===== src/rtl/microwave_controller.sv =====
// -----------------------------------------------------------------------------
// microwave_controller
//   Cook-cycle sequencer. Assembles a 4-digit mm:ss BCD cook time from keypad
//   digit strobes, counts it down on timebase ticks, gates the magnetron and
//   the keypad, and reacts to start/stop/clear buttons and the door switch.
//
// Parameters
//   DONE_TICKS  ticks the DONE indication is held before returning to IDLE (1..15)
//
// Ports
//   clk          in   system clock, rising edge
//   resetn       in   synchronous active-low reset
//   key_d        in   BCD digit, valid while key_loadn is low
//   key_loadn    in   active-low digit strobe (falling edge = one digit)
//   pgt_1Hz      in   timebase, rising edge = one tick
//   startn       in   start button, active-low
//   stopn        in   stop/pause button, active-low
//   clearn       in   clear button, active-low
//   door_closed  in   1 = door closed
//   time_bcd     out  {min_tens, min_ones, sec_tens, sec_ones}
//   mag_on       out  magnetron enable (COOK only)
//   keypad_en    out  encoder enable (IDLE and SET only)
//   done         out  cook-complete indication (DONE only)
//   state_o      out  state code: IDLE=0 SET=1 COOK=2 PAUSE=3 DONE=4
// -----------------------------------------------------------------------------
module microwave_controller #(
  parameter int unsigned DONE_TICKS = 3
) (
  input  logic        clk,
  input  logic        resetn,
  input  logic [3:0]  key_d,
  input  logic        key_loadn,
  input  logic        pgt_1Hz,
  input  logic        startn,
  input  logic        stopn,
  input  logic        clearn,
  input  logic        door_closed,
  output logic [15:0] time_bcd,
  output logic        mag_on,
  output logic        keypad_en,
  output logic        done,
  output logic [2:0]  state_o
);

  typedef enum logic [2:0] {
    S_IDLE  = 3'd0,
    S_SET   = 3'd1,
    S_COOK  = 3'd2,
    S_PAUSE = 3'd3,
    S_DONE  = 3'd4
  } state_t;

  localparam logic [3:0] LP_DONE_LAST = 4'(DONE_TICKS - 1);

  state_t      r_state;
  state_t      w_state_nxt;
  logic [15:0] r_time;
  logic [15:0] w_time_nxt;
  logic [3:0]  r_done_cnt;
  logic [3:0]  w_done_cnt_nxt;
  logic        r_mag_on;
  logic        r_keypad_en;
  logic        r_done;

  // Previous-sample registers for edge detection.
  logic        r_key_loadn_q;
  logic        r_startn_q;
  logic        r_stopn_q;
  logic        r_clearn_q;
  logic        r_pgt_q;
  logic        r_door_q;

  logic        w_digit;
  logic        w_digit_ok;
  logic        w_start;
  logic        w_stop;
  logic        w_clear;
  logic        w_tick;
  logic        w_door_fall;
  logic        w_time_zero;
  logic        w_start_ok;
  logic [15:0] w_time_shift;
  logic [15:0] w_time_dec;

  // Events are formed from the live input against the previous sample, so an
  // edge first seen at clock edge n acts at edge n.
  assign w_digit     = r_key_loadn_q & ~key_loadn;
  assign w_digit_ok  = w_digit & (key_d <= 4'd9);
  assign w_start     = r_startn_q & ~startn;
  assign w_stop      = r_stopn_q & ~stopn;
  assign w_clear     = r_clearn_q & ~clearn;
  assign w_tick      = ~r_pgt_q & pgt_1Hz;
  assign w_door_fall = r_door_q & ~door_closed;

  assign w_time_zero  = (r_time == 16'h0000);
  assign w_start_ok   = w_start & door_closed & ~w_time_zero;
  assign w_time_shift = {r_time[11:0], key_d};

  // BCD mm:ss decrement. Seconds tens are not range-limited, so entered
  // values above 59 count down digit-wise without normalisation.
  always_comb begin
    w_time_dec = r_time;
    if (r_time[3:0] != 4'd0) begin
      w_time_dec[3:0] = r_time[3:0] - 4'd1;
    end else if (r_time[7:4] != 4'd0) begin
      w_time_dec[7:4] = r_time[7:4] - 4'd1;
      w_time_dec[3:0] = 4'd9;
    end else begin
      w_time_dec[7:0] = 8'h59;
      if (r_time[11:8] != 4'd0) begin
        w_time_dec[11:8] = r_time[11:8] - 4'd1;
      end else begin
        w_time_dec[11:8]  = 4'd9;
        w_time_dec[15:12] = r_time[15:12] - 4'd1;
      end
    end
  end

  // Next-state logic. Priority: clear > stop > door open > start > tick >
  // digit. An event that has no effect in the current state does not mask a
  // lower-priority one.
  always_comb begin
    w_state_nxt    = r_state;
    w_time_nxt     = r_time;
    w_done_cnt_nxt = r_done_cnt;
    if (w_clear) begin
      w_state_nxt    = S_IDLE;
      w_time_nxt     = '0;
      w_done_cnt_nxt = '0;
    end else begin
      case (r_state)
        S_IDLE: begin
          if (w_digit_ok) begin
            w_time_nxt  = w_time_shift;
            w_state_nxt = S_SET;
          end
        end
        S_SET: begin
          if (w_stop) begin
            w_state_nxt = S_IDLE;
            w_time_nxt  = '0;
          end else if (w_start_ok) begin
            w_state_nxt = S_COOK;
          end else if (w_digit_ok) begin
            w_time_nxt = w_time_shift;
          end
        end
        S_COOK: begin
          if (w_stop || !door_closed) begin
            w_state_nxt = S_PAUSE;
          end else if (w_tick) begin
            w_time_nxt = w_time_dec;
            if (w_time_dec == 16'h0000) begin
              w_state_nxt    = S_DONE;
              w_done_cnt_nxt = '0;
            end
          end
        end
        S_PAUSE: begin
          if (w_stop) begin
            w_state_nxt = S_IDLE;
            w_time_nxt  = '0;
          end else if (door_closed && w_start) begin
            w_state_nxt = S_COOK;
          end
        end
        S_DONE: begin
          if (w_stop || w_door_fall) begin
            w_state_nxt    = S_IDLE;
            w_done_cnt_nxt = '0;
          end else if (w_tick) begin
            if (r_done_cnt == LP_DONE_LAST) begin
              w_state_nxt    = S_IDLE;
              w_done_cnt_nxt = '0;
            end else begin
              w_done_cnt_nxt = r_done_cnt + 4'd1;
            end
          end
        end
        default: begin
          w_state_nxt    = S_IDLE;
          w_time_nxt     = '0;
          w_done_cnt_nxt = '0;
        end
      endcase
    end
  end

  // State, time and registered outputs. Outputs are decoded from the next
  // state so they change on the same edge as the state itself.
  always_ff @(posedge clk) begin
    if (!resetn) begin
      r_state       <= S_IDLE;
      r_time        <= '0;
      r_done_cnt    <= '0;
      r_mag_on      <= 1'b0;
      r_keypad_en   <= 1'b1;
      r_done        <= 1'b0;
      r_key_loadn_q <= 1'b1;
      r_startn_q    <= 1'b1;
      r_stopn_q     <= 1'b1;
      r_clearn_q    <= 1'b1;
      r_pgt_q       <= 1'b0;
      // Reset to 0 so a door that is open out of reset is not seen as a fall.
      r_door_q      <= 1'b0;
    end else begin
      r_state       <= w_state_nxt;
      r_time        <= w_time_nxt;
      r_done_cnt    <= w_done_cnt_nxt;
      r_mag_on      <= (w_state_nxt == S_COOK);
      r_keypad_en   <= (w_state_nxt == S_IDLE) || (w_state_nxt == S_SET);
      r_done        <= (w_state_nxt == S_DONE);
      r_key_loadn_q <= key_loadn;
      r_startn_q    <= startn;
      r_stopn_q     <= stopn;
      r_clearn_q    <= clearn;
      r_pgt_q       <= pgt_1Hz;
      r_door_q      <= door_closed;
    end
  end

  assign time_bcd  = r_time;
  assign mag_on    = r_mag_on;
  assign keypad_en = r_keypad_en;
  assign done      = r_done;
  assign state_o   = r_state;

endmodule

===== config.mk =====
export PLATFORM = sky130hd
export DESIGN_NAME = microwave_controller
export DESIGN_NICKNAME = d
export VERILOG_FILES = /design/src/rtl/microwave_controller.sv
export SDC_FILE = /design/constraint.sdc
export NUM_CORES = 1
export LEC_CHECK = 0
export BUFFER_PORTS_ARGS = -buffer_cell sky130_fd_sc_hd__buf_2
export CELL_PAD_IN_SITES_DETAIL_PLACEMENT = 0
export CELL_PAD_IN_SITES_GLOBAL_PLACEMENT = 2
export CORE_ASPECT_RATIO = 1.75
export CORE_MARGIN = 1
export CORE_UTILIZATION = 36
export CTS_CLUSTER_SIZE = 14
export DETAILED_ROUTE_END_ITERATION = 16
export PLACE_DENSITY = 0.85
export SLEW_MARGIN = 20
export SYNTH_ARGS = -nofsm -noshare
export SYNTH_HDL_FRONTEND = slang
export SYNTH_SLANG_ARGS = --single-unit

===== constraint.sdc =====
create_clock -name clk -period 4.7 [get_ports clk]
set_clock_uncertainty 0.2 [all_clocks]
set_input_delay 0.235 -clock clk [delete_from_list [all_inputs] [get_ports clk]]
set_output_delay 0.235 -clock clk [all_outputs]
set_load 0.05 [all_outputs]

==> results of run 1 <==
[cell usage in the layout (no fill, tap or decap), drive strengths merged, types with 2 or more instances in the layout]
cell type     n
a21boi        2
and2          7
a22oi         9
nor2         31
nand4         6
a22o          3
o22ai         6
mux2i         9
o211ai        2
nand2b       10
a21oi        15
buf          33
and4          2
nand2        20
dlygate4sd3   9
o31ai         4
ha            6
clkbuf        5
nor2b         5
nor4b         2
nor4          2
inv           8
o21ai        26
nor3b         5
dfxtp        32
o21a          2
nor3          7
a32o          3
a21o          2
nand3         8
[metal layers]
metal  GRT usage, %  vias to the layer above  part of all wire, %  routed length (um)
li1               -                     1043                    -                   -
met1           23.3                     1000                   40                2390
met2           37.4                       53                   55                3270
met3           2.99                        9                  3.4                 201
met4           6.81                        0                  1.7                  99
met5              0                        -                    0                   0
[logic make-up (layout without fill, tap and decap cells)]
logic type,after synthesis,count (layout),synth area share [%]
simple gates,111,111,29.4
compound gates,82,82,26.2
flops,32,32,29.8
buf+inv,23,58,5.82
mux,10,10,4.89
fa+ha+maj,6,6,3.49
xor+xnor,1,1,0.408
[critical path: cells and delay by family, from the launching register on]
family | cells | cell delay, ns
flip-flops | 1 | 0.37
AND/OR/NAND/NOR | 4 | 1.31
XOR/XNOR | 1 | 0.17
AO/OA/AOI/OAI | 1 | 0.26
adder cells (fa/ha/maj) | 1 | 0.24
buffers and inverters | 1 | 0.10
[metrics by stage]
| stage | setup WS [ns] | std cells |
|---|---|---|
| finish | 1.98 | 376 |
| global route | 1.74 | 376 |
| CTS | 1.98 | 376 |
| detailed placement | 2.02 | 359 |
| global placement | 2.03 | 359 |
| floorplan | 2.11 | 265 |
[flip-flops by register name, summed over array words and instances, names as in the netlist]
name and count:
r_key_loadn_q 1, keypad_en 1, r_startn_q 1, mag_on 1
time_bcd 16, r_door_q 1, state_o 3, done 1
r_clearn_q 1, r_pgt_q 1, r_stopn_q 1, r_done_cnt 4
[worst min-delay path by stage]
stage                     depth (start not counted)  startpoint         end  slack [ns]
after floorplan                                   1      resetn  r_clearn_q        0.11
after global placement                            2       stopn   r_stopn_q        0.23
after detailed placement                          2       stopn   r_stopn_q        0.23
after CTS                                         2      resetn    r_door_q        0.06
after global routing                              2      resetn    r_door_q        0.09
final                                             2      resetn    r_door_q        0.06
[cells in the mapped netlist, drive strengths merged (7+ instances only)]
master  number
dfxtp       32
nor2        31
o21ai       26
nand2       20
a21oi       15
nand2b      10
a22oi        9
buf          9
mux2i        9
inv          8
nand3        8
and2         7
nor3         7
[what timing repair did]
action | 4_1_cts | 5_1_grt
setup buffers | 0 | 0
hold buffers | 9 | 0
endpoints found under the hold margin | 5 | 0
[cell type report]
class                           instances  area share (%)
Multi-Input combinational cell        210            55.0
Clock inverter                          3            1.69
Timing Repair Buffer                   42            10.1
Inverter                                8            1.19
Tap cell                               76            3.78
Clock buffer                            5            2.74
Sequential cell                        32            25.5
[where the power goes]
group / internal [mW] / total, mW / switching, mW
combinational: 0.0352 / 0.0917 / 0.0565
clock: 0.157 / 0.272 / 0.115
sequential: 0.276 / 0.281 / 0.00535
==> results.txt, run 1 <==
Syn avg cell area = 8.11 um^2
Ys Warns = 0
CP Data Arrival Time = 2.74 ns
Max Transition Viols Final = 0
Diode count = 0
FF-to-FF End = keypad_en
Outcome = finished, final reports clean
Crit. Startpoint = time_bcd[0]
Final core utilization = 44.3%
Max_cap viols = 0
Worst-margin pin slew = 0.730 ns
DRT antenna net count = 0
Largest net degree at the start of global routing = 20
Vias = 2105
H-tree levels = 2
WL final = 5960 um
CTS tree = done
First-pass GRT wire length = 9910 um
Top cell type by total area after synthesis = dfxtp_1
DIE HEIGHT = 104 um
Nets = 317
Post-synth EDFFs = 0
Clock Latency Late Sink = 0.29 ns
Tcrit/Tclk final = 57.8%
Req. time, crit path = 4.72 ns
Fillers = 634
Post-layout power = 0.645 mW
Vias in the first global route = 2061
CTS max path bufs = 2
Post-synthesis sequential area ratio = 29.8%
Chip width = 60.4 um
Peak fanout along the critical path = 7
Top cells by area in the synthesized netlist = dfxtp_1, nor2_1, o21ai_0
R2R Setup Slk = 1.98 ns
Pwr dens = 257 nW/um^2
Worst-path clk slew = 0.08 ns
Critical Path Sink = keypad_en
Async set-reset flop share out of synthesis = 0%
Main synth FF type = dfxtp_1
Setup violations, final = 0
Slew margin rel. = 51.3%
Setup TNS Final = 0 ns
PostCTS Resize Cnt = 0
Unique masters post-synth = 56
Wire length per cell = 15.8 um
Crit Path Class = reg2reg
Crit start category = flip-flop
Clk root buf = clkbuf_8
Via density = 5.60
Gr usage total = 20.7%
Row cnt = 36
Area occupied by multi-input gates = 1380 um^2
Slowest stage delay, CP = 0.50 ns
First-pass iteration count of the detailed router = 4
FMAX = 368 MHz
Hold Violations, Final = 0
Post-Syn Area = 2150 um^2
Synth top area share = 29.8%
Core Box Area = 5680 um^2
R2R cell count = 8
Post-DP Area = 2310 um^2
WHS = 0.0580 ns
Critical Path Sink Type = flip-flop
Clk sink count = 32
Crit path cell chain = inv_1, ha_1, nor3b_1, xor2_1, nor4b_2, nand3_2, a32oi_2, nor2b_1
Syn_nets = 283
GRT overflow = 0
RSZ-0062 raised after global routing = false
Gate Count Post-Synth = 265
Fin area = 2510 um^2
Area growth syn-to-layout = 17.1%
Max rail drop VDD = 159 uV
Die area = 6290 um^2
Remaining DRCs = 0
Hold crit path type = in2reg
Layout cell share with drive strength beyond 1 = 18.7%
Tmin final = 2.72 ns
Cell leakage power = 1.03 nW
Yosys reg bits = 32
Num CTS Buffers = 5
Initial antenna violation count = 0
Starting Density = 37.9%
Placer Congestion = 0.810
Hpwl dp = 4360 um
Register area = 641 um^2
Slowest-stage cell, CP = nor3b_1
Num ports = 34
Starting DRT DRC Count = 111
RR Startpoint = time_bcd[0]
Buffers on Ports = 33
No activity file was read; power rests on OpenSTA's default activity.
==> run 2: changes to the inputs <==
--- a/config.mk
+++ b/config.mk
@@ -5,15 +5,16 @@
 export SDC_FILE = /design/constraint.sdc
 export NUM_CORES = 1
 export LEC_CHECK = 0
+export ABC_AREA = 1
 export BUFFER_PORTS_ARGS = -buffer_cell sky130_fd_sc_hd__buf_2
 export CELL_PAD_IN_SITES_DETAIL_PLACEMENT = 0
 export CELL_PAD_IN_SITES_GLOBAL_PLACEMENT = 2
 export CORE_ASPECT_RATIO = 1.75
 export CORE_MARGIN = 1
-export CORE_UTILIZATION = 36
+export CORE_UTILIZATION = 28
 export CTS_CLUSTER_SIZE = 14
 export DETAILED_ROUTE_END_ITERATION = 16
-export PLACE_DENSITY = 0.85
+export PLACE_DENSITY = 0.76
 export SLEW_MARGIN = 20
 export SYNTH_ARGS = -nofsm -noshare
 export SYNTH_HDL_FRONTEND = slang
==> constraint.sdc (replaced) <==
create_clock -name clk -period 2.4 [get_ports clk]
set_clock_uncertainty 0.2 [all_clocks]
set_input_delay 0.12 -clock clk [delete_from_list [all_inputs] [get_ports clk]]
set_output_delay 0.12 -clock clk [all_outputs]
set_load 0.05 [all_outputs]
==> run 2 against run 1 <==
Hold slack better by 0.062 ns. Clock-buffer cell count rose by 1. Critical path depth grew 7. Clock power is 140% higher. First-iteration DRC count fell by 41%. Final area is 19% higher. Routed wire length grew 32%. Maximum frequency grew 27%. Die area up 41%. Largest power group is now the clock network.
==> results.txt, run 2 <==
H-tree levels = 2 (unchanged)
GRT overflow = 0 (unchanged)
Slowest-stage cell, CP = dfxtp_2
Initial antenna violation count = 0 (unchanged)
Main synth FF type = dfxtp_1
Top cells by area in the synthesized netlist = dfxtp_1, nand2_1, o21ai_0
Syn avg cell area = 6.43 um^2 (-21%)
Max Transition Viols Final = 0 (unchanged)
Unique masters post-synth = 36 (-36%)
Die area = 8890 um^2 (+41%)
Post-Syn Area = 2380 um^2 (+11%)
Layout cell share with drive strength beyond 1 = 27.8% (+9.1 points)
Gate Count Post-Synth = 370 (+40%)
Gr usage total = 18.9% (-1.8 points)
Slew margin rel. = 59.2% (+7.9 points)
Core Box Area = 8260 um^2 (+46%)
Busiest grt layer = met2
Chip width = 71.7 um (+19%)
Remaining DRCs = 0 (unchanged)
Peak fanout along the critical path = 6 (-1)
Pwr dens = 574 nW/um^2 (+120%)
Slowest stage delay, CP = 0.34 ns (-0.16 ns)
Commonest non-fill, non-tap cell in the layout = nand2_1
Met3 usage = 2.35% (-0.64 points)
Num ports = 34 (unchanged)
Syn_nets = 388 (+37%)
Crit path cell chain = inv_2, ha_4, nand2_2, nor2_4, nand2_2, nand2_1, nand2_1, nor2_1, nand3_1, nor2_1, nand4_1, nand2_1, nand3_1, nand2_1, inv_1
FMAX = 466 MHz (+27%)
Starting DRT DRC Count = 66 (-41%)
Req. time, crit path = 2.38 ns (-2.34 ns)
Nets = 445 (+40%)
Post-synthesis sequential area ratio = 26.9% (-2.9 points)
R2R cell count = 15 (+7)
Critical Path Sink Type = flip-flop
Vias = 2549 (+21%)
Most frequent cells in the layout = nand2_1, inv_1, nor2_1, buf_2, dfxtp_1
Most common cell in the netlist = nand2_1
Yosys reg bits = 32 (unchanged)
Placer Congestion = 0.875 (+8.1%)
Hold Violations, Final = 0 (unchanged)
First-pass GRT wire length = 12600 um (+27%)
Top post-synthesis cells by count = nand2_1, inv_1, nor2_1
Outcome = finished, final reports clean
Final core utilization = 36.3% (-8.1 points)
Clock Latency Late Sink = 0.29 ns (about the same)
Post-synth EDFFs = 0 (unchanged)
Setup TNS Final = 0 ns (unchanged)
DRT antenna net count = 0 (unchanged)
Async set-reset flop share out of synthesis = 0% (unchanged)
Hold Path Stages = 5 (+3)
Setup violations, final = 0 (unchanged)
Row cnt = 44 (+22%)
Worst-path clk slew = 0.06 ns (-0.02 ns)
M1 GR Usage = 17.9% (-5.4 points)
Via density = 4.90 (-12%)
Buffers on Ports = 33 (unchanged)
Ys Warns = 0 (unchanged)
Tcrit/Tclk final = 89.4% (+32 points)
HP Start = key_d[0]
CTS tree = done
R2R Setup Slk = 0.25 ns (-1.73 ns)
CP Data Arrival Time = 2.13 ns (-0.61 ns)
Max rail drop VDD = 258 uV (+62%)
RR Startpoint = time_bcd[0]
Num CTS Buffers = 5 (unchanged)
GR Util met2 = 38.3% (+0.88 points)
Tmin final = 2.15 ns (-0.570 ns)
CTS max path bufs = 2 (unchanged)
Starting Density = 28.8% (-9.0 points)
Post-DP Area = 2700 um^2 (+16%)
Max reg flops = 16 (unchanged)
Hpwl dp = 6080 um (+40%)
Worst-margin pin slew = 0.611 ns (-0.119 ns)
Top cell type by total area after synthesis = dfxtp_1
Crit Path Class = reg2reg
Wire length per cell = 15.2 um (-4.2%)
DIE HEIGHT = 124 um (+19%)
Area growth syn-to-layout = 25.8%
Synth top area share = 26.9% (-2.9 points)
First-pass iteration count of the detailed router = 4 (unchanged)
Hold Crit Endpoint = time_bcd[0]
Crit start category = flip-flop
Cell leakage power = 1.44 nW (+40%)
Largest net degree at the start of global routing = 18 (-10%)
Most used cell along the critical path = nand2_1
Clk sink count = 32 (unchanged)
Diode count = 0 (unchanged)
Max_cap viols = 0 (unchanged)
FF-to-FF End = keypad_en
Hold crit path type = in2reg
Fin area = 2990 um^2 (+19%)
Vias in the first global route = 2570 (+25%)
Clk root buf = clkbuf_16
WL final = 7890 um (+32%)
-- run 2: cell types whose count changed in the layout (fill, tap and decap cells not counted), moves of 12 or more --
| cell | change |
|---|---|
| inv_2 | +16 |
| inv_1 | +28 |
| nand3_1 | +20 |
| buf_4 | +12 |
| nand2_2 | +19 |
| nand2_1 | +68 |
-- run 2: through the flow --
step | std cells | power, mW | setup WS (ns) | hold slack [ns]
global route | 520 | 1.81 | -0.00348 | 0.176
finish | 520 | 1.72 | 0.254 | 0.120
floorplan | 370 | 0.930 | 0.0229 | 0.0135
CTS | 519 | 1.73 | 0.104 | 0.134
global placement | 498 | 1.05 | 0.137 | 0.106
detailed placement | 498 | 1.05 | 0.129 | 0.111
-- run 2: what timing repair did --
item / 4_1_cts / 5_1_grt
hold buffers: 13 / 0
hold endpoints to repair: 7 / 0
setup endpoints to repair: 0 / 18
gates resized for setup: 0 / 4
setup buffers: 0 / 1
-- run 2: power by group --
group	total, mW	leakage [nW]	switching, mW	internal, mW
clock network	0.657	0.0766	0.248	0.409
registers	0.571	0.261	0.0204	0.551
logic	0.491	1.10	0.324	0.167
total	1.72	1.44	0.592	1.13
-- run 2: routing by layer --
metal	wire [um]	vias to the layer above
li1	-	1311
met4	292	0
met3	164	21
met2	4430	42
met5	0	-
met1	3000	1175
-- run 2: worst max-delay path, delay by kind of cell, from the launching register on --
family / cells / cell delay [ns]
adders and majority gates: 1 / 0.17
DFF: 1 / 0.34
and+or+nand+nor: 12 / 1.19
buffers and inverters: 2 / 0.13
-- run 2: final cells by class --
class | instances | area [um^2]
Sequential cell | 32 | 642
Fill cell | 934 | 5260
Multi-Input combinational cell | 276 | 1500
Timing Repair Buffer | 58 | 385
Inverter | 54 | 205
Tap cell | 92 | 115
Clock buffer | 6 | 139
Clock inverter | 2 | 10.0
-- run 2: how the worst max path moves through the flow --
stage | startpoint | endpoint | cells after the start | slack [ns]
after floorplan | time_bcd[1] | time_bcd[3] | 12 | 0.02
after global placement | time_bcd[0] | keypad_en | 15 | 0.14
after detailed placement | time_bcd[0] | time_bcd[8] | 12 | 0.13
after CTS | time_bcd[0] | r_done_cnt[1] | 14 | 0.10
after global routing | time_bcd[0] | keypad_en | 15 | -0.003
final | time_bcd[0] | keypad_en | 15 | 0.25
-- run 2: cell families (layout without fill, tap and decap cells) --
| group | after synthesis | after routing | share of synthesized area (%) |
|---|---|---|---|
| and+or+nand+nor | 206 | 206 | 43.2 |
| AOI/OAI and AO/OA | 63 | 63 | 15.7 |
| buffers and inverters | 62 | 120 | 10.7 |
| DFF | 32 | 32 | 26.9 |
| adders and majority gates | 6 | 6 | 3.15 |
| xor gates and xnor gates | 1 | 1 | 0.368 |
==> run 3: changes to the inputs <==
--- a/config.mk
+++ b/config.mk
@@ -5,13 +5,13 @@
 export SDC_FILE = /design/constraint.sdc
 export NUM_CORES = 1
 export LEC_CHECK = 0
-export ABC_AREA = 1
 export BUFFER_PORTS_ARGS = -buffer_cell sky130_fd_sc_hd__buf_2
 export CELL_PAD_IN_SITES_DETAIL_PLACEMENT = 0
 export CELL_PAD_IN_SITES_GLOBAL_PLACEMENT = 2
 export CORE_ASPECT_RATIO = 1.75
 export CORE_MARGIN = 1
-export CORE_UTILIZATION = 28
+export CORE_UTILIZATION = 30
+export CTS_BUF_LIST = sky130_fd_sc_hd__clkbuf_4 sky130_fd_sc_hd__clkbuf_8 sky130_fd_sc_hd__clkbuf_16
 export CTS_CLUSTER_SIZE = 14
 export DETAILED_ROUTE_END_ITERATION = 16
 export PLACE_DENSITY = 0.76
==> run 3 against run 2 <==
Clock power increased by 12%. Cell count decreased by 20%. Register-to-register slack worse by 0.10 ns. Non-clock buffer count up 16. Hold slack better by 0.0083 ns. Critical endpoint is now r_done_cnt[0].
==> results.txt, run 3 (synthesis gave the netlist of run 1 again) <==
Outcome = finished, final reports clean
Wire length per cell = 15.9 um (+4.5%)
WL final = 6600 um (-16%)
Starting Density = 31.1% (+2.3 points)
CTS max path bufs = 2 (unchanged)
Row cnt = 40 (-9.1%)
Max reg flops = 16 (unchanged)
Hold crit path type = in2reg
Hold Violations, Final = 0 (unchanged)
Crit Path Class = reg2reg
CTS tree = done
First-pass GRT wire length = 10900 um (-14%)
Max Transition Viols Final = 0 (unchanged)
First-pass iteration count of the detailed router = 4 (unchanged)
Setup violations, final = 0 (unchanged)
Clock Latency Late Sink = 0.28 ns (about the same)
FMAX = 444 MHz (-4.6%)
Post-DP Area = 2560 um^2 (-5.0%)
Metal2 WL = 3600 um (-19%)
Remaining DRCs = 0 (unchanged)
Die area = 7520 um^2 (-15%)
Worst-margin pin slew = 0.585 ns (-0.0257 ns)
R2R cell count = 8 (-7)
DRT antenna net count = 0 (unchanged)
Placer Congestion = 0.839 (-4.2%)
Req. time, crit path = 2.36 ns (-0.02 ns)
DR top layer = met4
Diode count = 0 (unchanged)
GRT overflow = 0 (unchanged)
Crit. Startpoint = time_bcd[1]
Starting DRT DRC Count = 95 (+44%)
Layout cell share with drive strength beyond 1 = 27.1% (-0.70 points)
Max rail drop VDD = 266 uV (+3.2%)
Max_cap viols = 0 (unchanged)
Area growth syn-to-layout = 33.4%
Via density = 5.34 (+9.0%)
Fin area = 2870 um^2 (-4.3%)
Num ports = 34 (unchanged)
Peak fanout along the critical path = 6 (unchanged)
Critical Path Sink Type = flip-flop
Clk root buf = clkbuf_16
Vias in the first global route = 2210 (-14%)
CP Data Arrival Time = 2.21 ns (+0.08 ns)
Pwr dens = 525 nW/um^2 (-8.6%)
Hpwl dp = 5040 um (-17%)
DIE HEIGHT = 114 um (-8.1%)
H-tree levels = 2 (unchanged)
Initial antenna violation count = 0 (unchanged)
Worst-path clk slew = 0.06 ns (about the same)
Gr usage total = 19.0% (+0.14 points)
FF-to-FF End = r_done_cnt[0]
Nets = 349 (-22%)
RR Startpoint = time_bcd[1]
Buffers on Ports = 33 (unchanged)
Tmin final = 2.25 ns (+0.104 ns)
M1 wire length = 2590 um (-14%)
Fillers = 728 (-22%)
Tcrit/Tclk final = 93.8% (+4.3 points)
Num CTS Buffers = 5 (unchanged)
Critical Path Sink = r_done_cnt[0]
Vias = 2222 (-13%)
Setup Buffers After CTS = 0 (unchanged)
Clk sink count = 32 (unchanged)
Slew margin rel. = 61.0% (+1.8 points)
Chip width = 66.0 um (-8.0%)
Most frequent cells in the layout = buf_2, nor2_1, dfxtp_1, buf_4, o21ai_0
Met3 WL = 170 um (+3.7%)
R2R Setup Slk = 0.15 ns (-0.10 ns)
Core Box Area = 6910 um^2 (-16%)
Setup TNS Final = 0 ns (unchanged)
Cell leakage power = 1.23 nW (-14%)
Crit start category = flip-flop
Commonest non-fill, non-tap cell in the layout = buf_2
Largest net degree at the start of global routing = 18 (unchanged)
run 3: worst min path at each step:
| stage | startpoint | end | depth (start not counted) |
|---|---|---|---|
| finish | key_d[0] | time_bcd[0] | 5 |
| detailed placement | stopn | r_stopn_q | 2 |
| global placement | clearn | r_clearn_q | 2 |
| CTS | key_d[3] | time_bcd[3] | 5 |
| floorplan | resetn | r_clearn_q | 1 |
| global route | door_closed | done | 4 |
run 3: per-layer routing:
metal / up-vias / GRT usage [%]
met3: 14 / 3.10
li1: 1111 / -
met5: - / 0
met1: 1044 / 19.8
met4: 0 / 9.93
met2: 53 / 35.1
run 3: repair_timing:
| action | in CTS | in global routing |
|---|---|---|
| gates resized for setup | 0 | 3 |
| setup endpoints to repair | 0 | 12 |
| hold endpoints to repair | 7 | 0 |
| hold buffers | 12 | 0 |
run 3: critical path, stage by stage (launching register included):
cell	delay, ns
dfxtp_2	0.31
inv_1	0.08
ha_2	0.23
nor4b_4	0.30
and4_4	0.29
mux2_4	0.32
and4_4	0.17
o21ai_2	0.14
o22ai_1	0.09
run 3: final cells by class:
type / count / area, um^2 / share of cell area, %
multi-input cells: 210 / 1400 / 49.0
clock inverters: 3 / 42.5 / 1.48
repair buffers: 74 / 515 / 18.0
well taps: 84 / 105 / 3.67
flip-flops and latches: 32 / 643 / 22.4
inverters: 8 / 30.0 / 1.05
clock buffers: 5 / 125 / 4.37
run 3: power by group:
group	total (mW)	switching [mW]	internal (mW)
Sequential	0.547	0.00613	0.541
Clock	0.736	0.249	0.487
Combinational	0.221	0.123	0.0978
run 3: metrics by stage:
step	setup slack, ns	std cells	utilization [%]	hold slack [ns]	power (mW)
2_1_floorplan	0.0315	265	-	-0.00696	0.691
3_3_place_gp	0.150	396	37.1	0.116	0.762
3_5_place_dp	0.110	396	37.1	0.117	0.762
4_1_cts	0.0905	416	41.3	0.142	1.51
5_1_grt	-0.00233	416	41.5	0.203	1.56
6_report	0.149	416	41.5	0.129	1.50
